[config.mk]
export PLATFORM = sky130hd
export DESIGN_NAME = raptor64_mult
export DESIGN_NICKNAME = d
export VERILOG_FILES = /design/src/rtl/raptor64_pkg.sv /design/src/rtl/raptor64_mult_step.sv /design/src/rtl/raptor64_mult.sv
export SDC_FILE = /design/constraint.sdc
export NUM_CORES = 1
export LEC_CHECK = 0
export ABC_AREA = 1
export CORE_UTILIZATION = 30
export CTS_CLUSTER_SIZE = 40
export DETAILED_ROUTE_END_ITERATION = 12
export PLACE_DENSITY_LB_ADDON = 0.12
export SYNTH_ARGS = -nofsm -noshare
export SYNTH_HDL_FRONTEND = slang
export SYNTH_SLANG_ARGS = --single-unit
[constraint.sdc]
create_clock -name clk -period 3.95 [get_ports clk]
set_input_delay 0.79 -clock clk [delete_from_list [all_inputs] [get_ports clk]]
set_output_delay 0.79 -clock clk [all_outputs]
set_load 0.03 [all_outputs]
[src/rtl/raptor64_pkg.sv]
// raptor64_pkg: shared widths, iteration count, multiplier states and magnitude helper
package raptor64_pkg;
  localparam int WID = 64;
  localparam int ITERS = WID;
  localparam int CW = $clog2(ITERS + 1);
  typedef enum logic [1:0] {IDLE, MUL, DONE} state_t;
  function automatic logic [WID-1:0] mag(input logic [WID-1:0] x, input logic s);
    return (s && x[WID-1]) ? -x : x;
  endfunction
endpackage

[src/rtl/raptor64_mult_step.sv]
// raptor64_mult_step: one radix-2 shift-add iteration on the 129-bit accumulator
module raptor64_mult_step
  import raptor64_pkg::*;
(
  input  logic [2*WID:0] acc_i,
  input  logic [WID-1:0] mcand_i,
  output logic [2*WID:0] acc_o
);
  logic [WID:0] hi;
  // add the multiplicand into the upper half when the low bit is set, then shift right
  always_comb begin
    hi = acc_i[0] ? acc_i[2*WID:WID] + {1'b0, mcand_i} : acc_i[2*WID:WID];
    acc_o = {1'b0, hi, acc_i[WID-1:1]};
  end
endmodule

[src/rtl/raptor64_mult.sv]
// raptor64_mult: iterative 64x64 signed/unsigned multiplier with ld/done handshake
module raptor64_mult
  import raptor64_pkg::*;
(
  input  logic           clk,
  input  logic           rst,
  input  logic           ld,
  input  logic           sgn,
  input  logic           isMuli,
  input  logic [WID-1:0] a,
  input  logic [WID-1:0] b,
  input  logic [WID-1:0] imm,
  output logic [WID-1:0] prodLo,
  output logic [WID-1:0] prodHi,
  output logic           ovf,
  output logic           done
);
  state_t state_q, state_d;
  logic [CW-1:0] cnt_q, cnt_d;
  logic [2*WID:0] acc_q, acc_d, acc_nx;
  logic [WID-1:0] mcand_q, mcand_d, lo_q, lo_d, hi_q, hi_d, op2;
  logic so_q, so_d, sgn_q, sgn_d, ovf_q, ovf_d;
  logic [2*WID-1:0] p;
  raptor64_mult_step u_step (
    .acc_i  (acc_q),
    .mcand_i(mcand_q),
    .acc_o  (acc_nx)
  );
  // next-state, operand capture, iteration and sign fix-up
  always_comb begin
    op2 = isMuli ? imm : b;
    p = so_q ? -acc_q[2*WID-1:0] : acc_q[2*WID-1:0];
    state_d = state_q;
    cnt_d = cnt_q;
    acc_d = acc_q;
    mcand_d = mcand_q;
    so_d = so_q;
    sgn_d = sgn_q;
    lo_d = lo_q;
    hi_d = hi_q;
    ovf_d = ovf_q;
    if (state_q == IDLE && ld) begin
      state_d = MUL;
      mcand_d = mag(a, sgn);
      acc_d = {{(WID+1){1'b0}}, mag(op2, sgn)};
      so_d = sgn & (a[WID-1] ^ op2[WID-1]);
      sgn_d = sgn;
      cnt_d = CW'(ITERS);
    end else if (state_q == MUL && cnt_q != '0) begin
      acc_d = acc_nx;
      cnt_d = cnt_q - 1'b1;
    end else if (state_q == MUL) begin
      state_d = DONE;
      lo_d = p[WID-1:0];
      hi_d = p[2*WID-1:WID];
      ovf_d = sgn_q ? !(&p[2*WID-1:WID-1] || ~|p[2*WID-1:WID-1]) : |p[2*WID-1:WID];
    end else if (state_q == DONE) begin
      state_d = IDLE;
    end
  end
  // state registers with asynchronous active-low reset
  always_ff @(posedge clk or negedge rst) begin
    if (!rst) begin
      state_q <= IDLE;
      cnt_q <= '0;
      acc_q <= '0;
      mcand_q <= '0;
      so_q <= 1'b0;
      sgn_q <= 1'b0;
      lo_q <= '0;
      hi_q <= '0;
      ovf_q <= 1'b0;
    end else begin
      state_q <= state_d;
      cnt_q <= cnt_d;
      acc_q <= acc_d;
      mcand_q <= mcand_d;
      so_q <= so_d;
      sgn_q <= sgn_d;
      lo_q <= lo_d;
      hi_q <= hi_d;
      ovf_q <= ovf_d;
    end
  end
  assign prodLo = lo_q;
  assign prodHi = hi_q;
  assign ovf = ovf_q;
  assign done = state_q == DONE;
endmodule

Word level (Yosys, flattened, before mapping)
Cells that the tools add are included.
- input bits: 197
- output and inout bits: 130
- word-level logic and storage cells: 51
- bits in registers: 333
- reductions and logical operators: 16
- add/subtract/negate cells: 5
- multiplexer cells: 14
- bitwise operators: 4
- equality and inequality tests: 3
- operators with widths (operator ; number):
    $mux 129 ; 2
    $mux 64 ; 3
    $mux 128 ; 1
    $neg 128->128 ; 1
    $neg 64->64 ; 2
    $add 65x64->65 ; 1
    $mux 65 ; 1
    $reduce_and 65->1 ; 1
    $reduce_or 65->1 ; 1
    $reduce_or 64->1 ; 1
    $mux 7 ; 2
    $mux 2 ; 4
    $reduce_bool 7->1 ; 1
    $sub 7x1->7 const B ; 1
    $logic_and 1x1->1 ; 4
    $reduce_and 3->1 ; 1
    $reduce_bool 3->1 ; 1
    $eq 2x1->1 const B ; 1
    $eq 2x2->1 const B ; 1
    $logic_not 1->1 ; 2
    $logic_not 2->1 ; 1
    $ne 2x2->1 const B ; 1
    $not 1->1 ; 2
    $reduce_and 2->1 ; 1
    5 further kinds ; 5

Depth between registers and ports, before layout
- depth after elaboration: 7
- depth in mapped cells: 22
- mapped depth without buffers: 21

Modules after synthesis
A second synthesis with hierarchy kept.
- cells, all modules: 5046
- area total of the unflattened synthesis: 30065.1 um^2
- modules (own cells, without submodules) (module ; sequential area each (um^2) ; times used ; cells an instance ; area an instance (um^2)):
    raptor64_mult ; 8333.0 ; 1 ; 3534 ; 22977.0
    raptor64_mult_step ; 0.0 ; 1 ; 1512 ; 7088.0

Worst setup path before layout
No wires, ideal clock.
- path kind: register to register
- from: reg acc_q[0]
- to: reg ovf_q (netlist: ovf)
- library setup time: 0.122 ns
- period minus slack after synthesis: 2.916 ns
- required time: 3.828 ns
- path buffers: 2
- stages on the path, launching flop included: 22
- setup slack: 1.034 ns
- arrival time: 2.794 ns
- cells stage by stage: dfrtp_1 > clkinv_1 > clkbuf_1 > clkbuf_1 > ha_1 > nand2_1 > nor2_2 > nand2_1 > nor2_1 > nand2_1 > nand2_2 > nand3_1 > nand2_1 > nand2_1 > nor2_1 > nand2_1 > nor2_1 > nand2_1 > nor2_1 > nand2_1 > a21oi_1 > a21oi_1
- word-level cells in the longest chain between the ends: 7
- elaborated cells on any way between the ends: 9
- those cells by class: 1 x add/sub; 2 x mux; 6 x reduce/logical
- ends and longest elaborated chain (item ; line ; source):
    start, declared ; raptor64_mult.sv:20 ; logic [2*WID:0] acc_q, acc_d, acc_nx;
    start signal, assigned ; raptor64_mult.sv:66 ; acc_q <= '0;
    start signal, assigned ; raptor64_mult.sv:76 ; acc_q <= acc_d;
    $neg 128->128 (*) ; raptor64_mult.sv:32 ; p = so_q ? -acc_q[2*WID-1:0] : acc_q[2*WID-1:0];
    $mux 128 (*) ; raptor64_mult.sv:32 ;
    $reduce_or 65->1 ; raptor64_mult.sv:56 ; ovf_d = sgn_q ? !(&p[2*WID-1:WID-1] || ~|p[2*WID-1:WID-1]) : |p[2*WID-1:WID];
    $logic_not 1->1 ; raptor64_mult.sv:56 ;
    $logic_or 1x1->1 ; raptor64_mult.sv:56 ;
    $logic_not 1->1 ; raptor64_mult.sv:56 ;
    $mux 1 (*) ; raptor64_mult.sv:56 ;
    end signal, assigned ; raptor64_mult.sv:82 ; ovf_q <= ovf_d;
    end, declared ; raptor64_mult.sv:22 ; logic so_q, so_d, sgn_q, sgn_d, ovf_q, ovf_d;
Every way passes the cells marked *; elsewhere a longest branch is shown, timed or not.
A chain may end at the register's enable or synchronous reset.

Final worst setup path
- from: reg acc_q[66]
- to: reg acc_q[96]
- word-level cells in the longest chain between the ends: 4
- ends and longest elaborated chain (item ; line ; source):
    $add 65x64->65 ; raptor64_mult_step.sv:12 ; hi = acc_i[0] ? acc_i[2*WID:WID] + {1'b0, mcand_i} : acc_i[2*WID:WID];
    $mux 65 ; raptor64_mult_step.sv:12 ;
    $mux 129 ; raptor64_mult.sv:49 ; end else if (state_q == MUL && cnt_q != '0) begin
    $mux 129 ; raptor64_mult.sv:42 ; if (state_q == IDLE && ld) begin
No other way between the ends. The select of a mux whose other input is x is not followed.

==> out/results.ini <==
[placed_design]
port_buffers = 326
place_congestion = 1.00
place_hpwl_um = 107000
pre_cts_slack_ns = 0.302

[power_and_ir_drop]
p_int_w = 0.0140
pwr-share-comb_pct = 62.6
power_frac_seq_pct = 24.0
clock_power_share_pct = 13.4
p_leak_nw = 15.0
powerDensity_nw_per_um2 = 939
peakVddDrop_mv = 0.423
switching_share_pct = 55.7
p_sw_w = 0.0177

[detailed_routing]
wirelength_um = 128000
ant_nets = 0
drt-pass1-iter-count = 6
dr_wl_met2_um = 51400
drt-initial-drc-count = 2728
drt-met1-wl_um = 63800
wl_per_cell_um = 21.7
drc = 0
dr_total_vias = 30071
via_per_inst = 5.11
highest_layer = met4
wl_met3_um = 7990

[clocking]
clk_path_buf_depth = 3
cts_max_level = 2
worstSkewPairLatency_ns = 0.63
post_cts_buffers = 0
cts_buffers = 43
cts_tree = built
clock-sinks = 332
ctsRootBufferMaster = clkbuf_16
hold_buffers = 0
post_cts_resize_count = 0
clk_pin_slew_ns = 0.07

[timing]
rsz0062_at_grt = false
holdWs_ns = 0.195
layout_setup_ws_ns = 0.359
fmax_mhz = 278
tightest_slew_ns = 0.966
post-route-period-util_pct = 90.9
slew_viol_final = 0
min_period_ns = 3.59
finalHoldViolCount = 0
finClkSkew_ns = 0.0607
max-slew-margin-rel_pct = 35.6
finalSetupTns_ns = 0
finalSetupViolCount = 0

[outcome]
status = complete, no violations

[worst_setup_path]
r2r_start = acc_q[66]
reg2reg_depth = 19
cp_max_fo = 6
required_ns = 4.39
critPathKind = flip-flop to flip-flop
crit_start = acc_q[66]
endpoint = acc_q[96]
rrSetupSlack_ns = 0.36
cp-end-kind = flip-flop
reg2reg_to = acc_q[96]
start_kind = flip-flop
arrival_ns = 4.03

[floorplan]
rows = 110
start_util_pct = 30.4
die-area_um2 = 93000
coreArea_um2 = 90400
die_x_um = 305
io_pins = 327
dieHeight_um = 305

[synthesis]
synthCells = 4382
synthesis.nets = 4649
synth_fa_ha_area_share_pct = 3.21
synthXorXnorAreaFrac_pct = 4.58
synth_seq_cells = 332
synth_area_um2 = 27500
synth_mux_area_share_pct = 0.286
synthSimpleGateAreaFrac_pct = 34.9
synth_top_family_by_area = simple AND/OR/NAND/NOR gates
synth_seq_area_share_pct = 30.2
yosysUniqueCellTypes = 73
ys_async_sr_fraction_pct = 100
synth_edf_count = 0
synth_compound_area_share_pct = 17.9
yosysWarnings = 0
yosys_most_used_dff = dfrtp_1
syn_avg_cell_area_um2 = 6.28

[job]
drv_cap = 0

[grt]
grt_max_degree = 144
overflow = 0
grt_pass1_wl_um = 187000
grt_pass1_vias = 28548
grt_antenna_before_repair = 0
grtUsageTotal_pct = 26.9

[layout]
antenna_cells = 0
layout_commonest_cell = nand2_1
final_layout_size_suffix_gt1_share_pct = 4.95
fin_nets = 4938
final_cell_mix = nand2_1 (1,140), nor2_1 (819), inv_1 (472), o21ai_0 (337), dfrtp_1 (330)
syn_to_final_growth_pct = 22.6

[hold_path]
hp-class = primary input to async pin

[power groups by stage]
| stage | clock network [W] | logic [W] | registers (W) |
|---|---|---|---|
| floorplan | 0 | 0.0114 | 0.00751 |
| global placement | 0 | 0.0195 | 0.00750 |
| detailed placement | 0 | 0.0195 | 0.00753 |
| CTS | 0.00434 | 0.0196 | 0.00748 |
| global route | 0.00446 | 0.0218 | 0.00773 |
| finish | 0.00425 | 0.0198 | 0.00761 |
[worst min-delay path by stage]
stage	slack, ns	cells after the start	end	start
after global placement	0.47	2	prodLo[61]	prodLo[61]
final	0.20	1	acc_q[16]	rst
after global routing	0.22	1	acc_q[12]	rst
after CTS	0.18	1	prodLo[46]	rst
after floorplan	0.45	1	cnt_q[4]	cnt_q[4]
after detailed placement	0.47	2	prodLo[63]	prodLo[63]
[cells by family (layout without fill, tap and decap cells)]
| group | count (synthesis) | after routing |
|---|---|---|
| simple gates | 2351 | 2351 |
| compound gates | 860 | 860 |
| buf+inv | 619 | 941 |
| flops | 332 | 332 |
| xor+xnor | 144 | 144 |
| fa+ha+maj | 70 | 70 |
| mux | 6 | 6 |
[per-stage QoR]
stage                     std cells  cell area [um^2]  util (%)  total power (W)
after floorplan                4382             27500         -           0.0189
after CTS                      5880             33800      37.3           0.0314
final                          5880             33800      37.3           0.0317
after detailed placement       5802             32200      35.7           0.0270
after global placement         5802             32200      35.7           0.0270
after global routing           5880             33800      37.3           0.0340
[cells in the mapped netlist, types with 39 or more instances]
master	number	share of area, %
a21oi_1	236	4.3
a31oi_1	67	1.5
clkbuf_1	93	1.3
dfrtp_1	332	30
ha_1	69	3.1
inv_1	472	6.4
nand2_1	1141	16
nand3_1	213	3.9
nor2_1	820	11
nor3_1	39	0.71
o21ai_0	337	6.1
o21ai_1	50	0.91
o221ai_1	47	1.5
xor2_1	117	3.7
[flip-flops by register name, indices dropped and copies added (netlist names)]
register  cells
acc_q       128
cnt_q         7
mcand_q      64
ovf           1
prodHi       64
prodLo       64
sgn_q         1
so_q          1
state_q       2
[area by class of cell]
class	count	area, um^2
Fill cell	9936	56700
Multi-Input combinational cell	3431	16800
Sequential cell	332	8310
Timing Repair Buffer	376	3830
Inverter	487	1830
Tap cell	1176	1470
Clock buffer	61	1220
Clock inverter	17	293
[layer usage]
| layer | GRT usage, % | vias to the layer above |
|---|---|---|
| met3 | 2.76 | 161 |
| li1 | - | 14911 |
| met4 | 8.86 | 0 |
| met5 | 0 | - |
| met2 | 38.6 | 1039 |
| met1 | 41.4 | 13960 |
[critical path: stages, from the launching register on]
cell	delay [ns]
dfrtp_1	0.50
ha_1	0.41
nand3_1	0.09
nand2_1	0.16
nand2_1	0.07
nand2_1	0.09
nand2_1	0.06
nand3_1	0.11
nand2_1	0.06
nand2_1	0.13
a21oi_1	0.11
o21ai_0	0.71
buf_4	0.25
inv_1	0.04
nor2_1	0.12
nor2_1	0.06
nand2_1	0.06
nand3_1	0.17
nand2_1	0.11
o21ai_0	0.09
(Power assumes the default switching activity.)
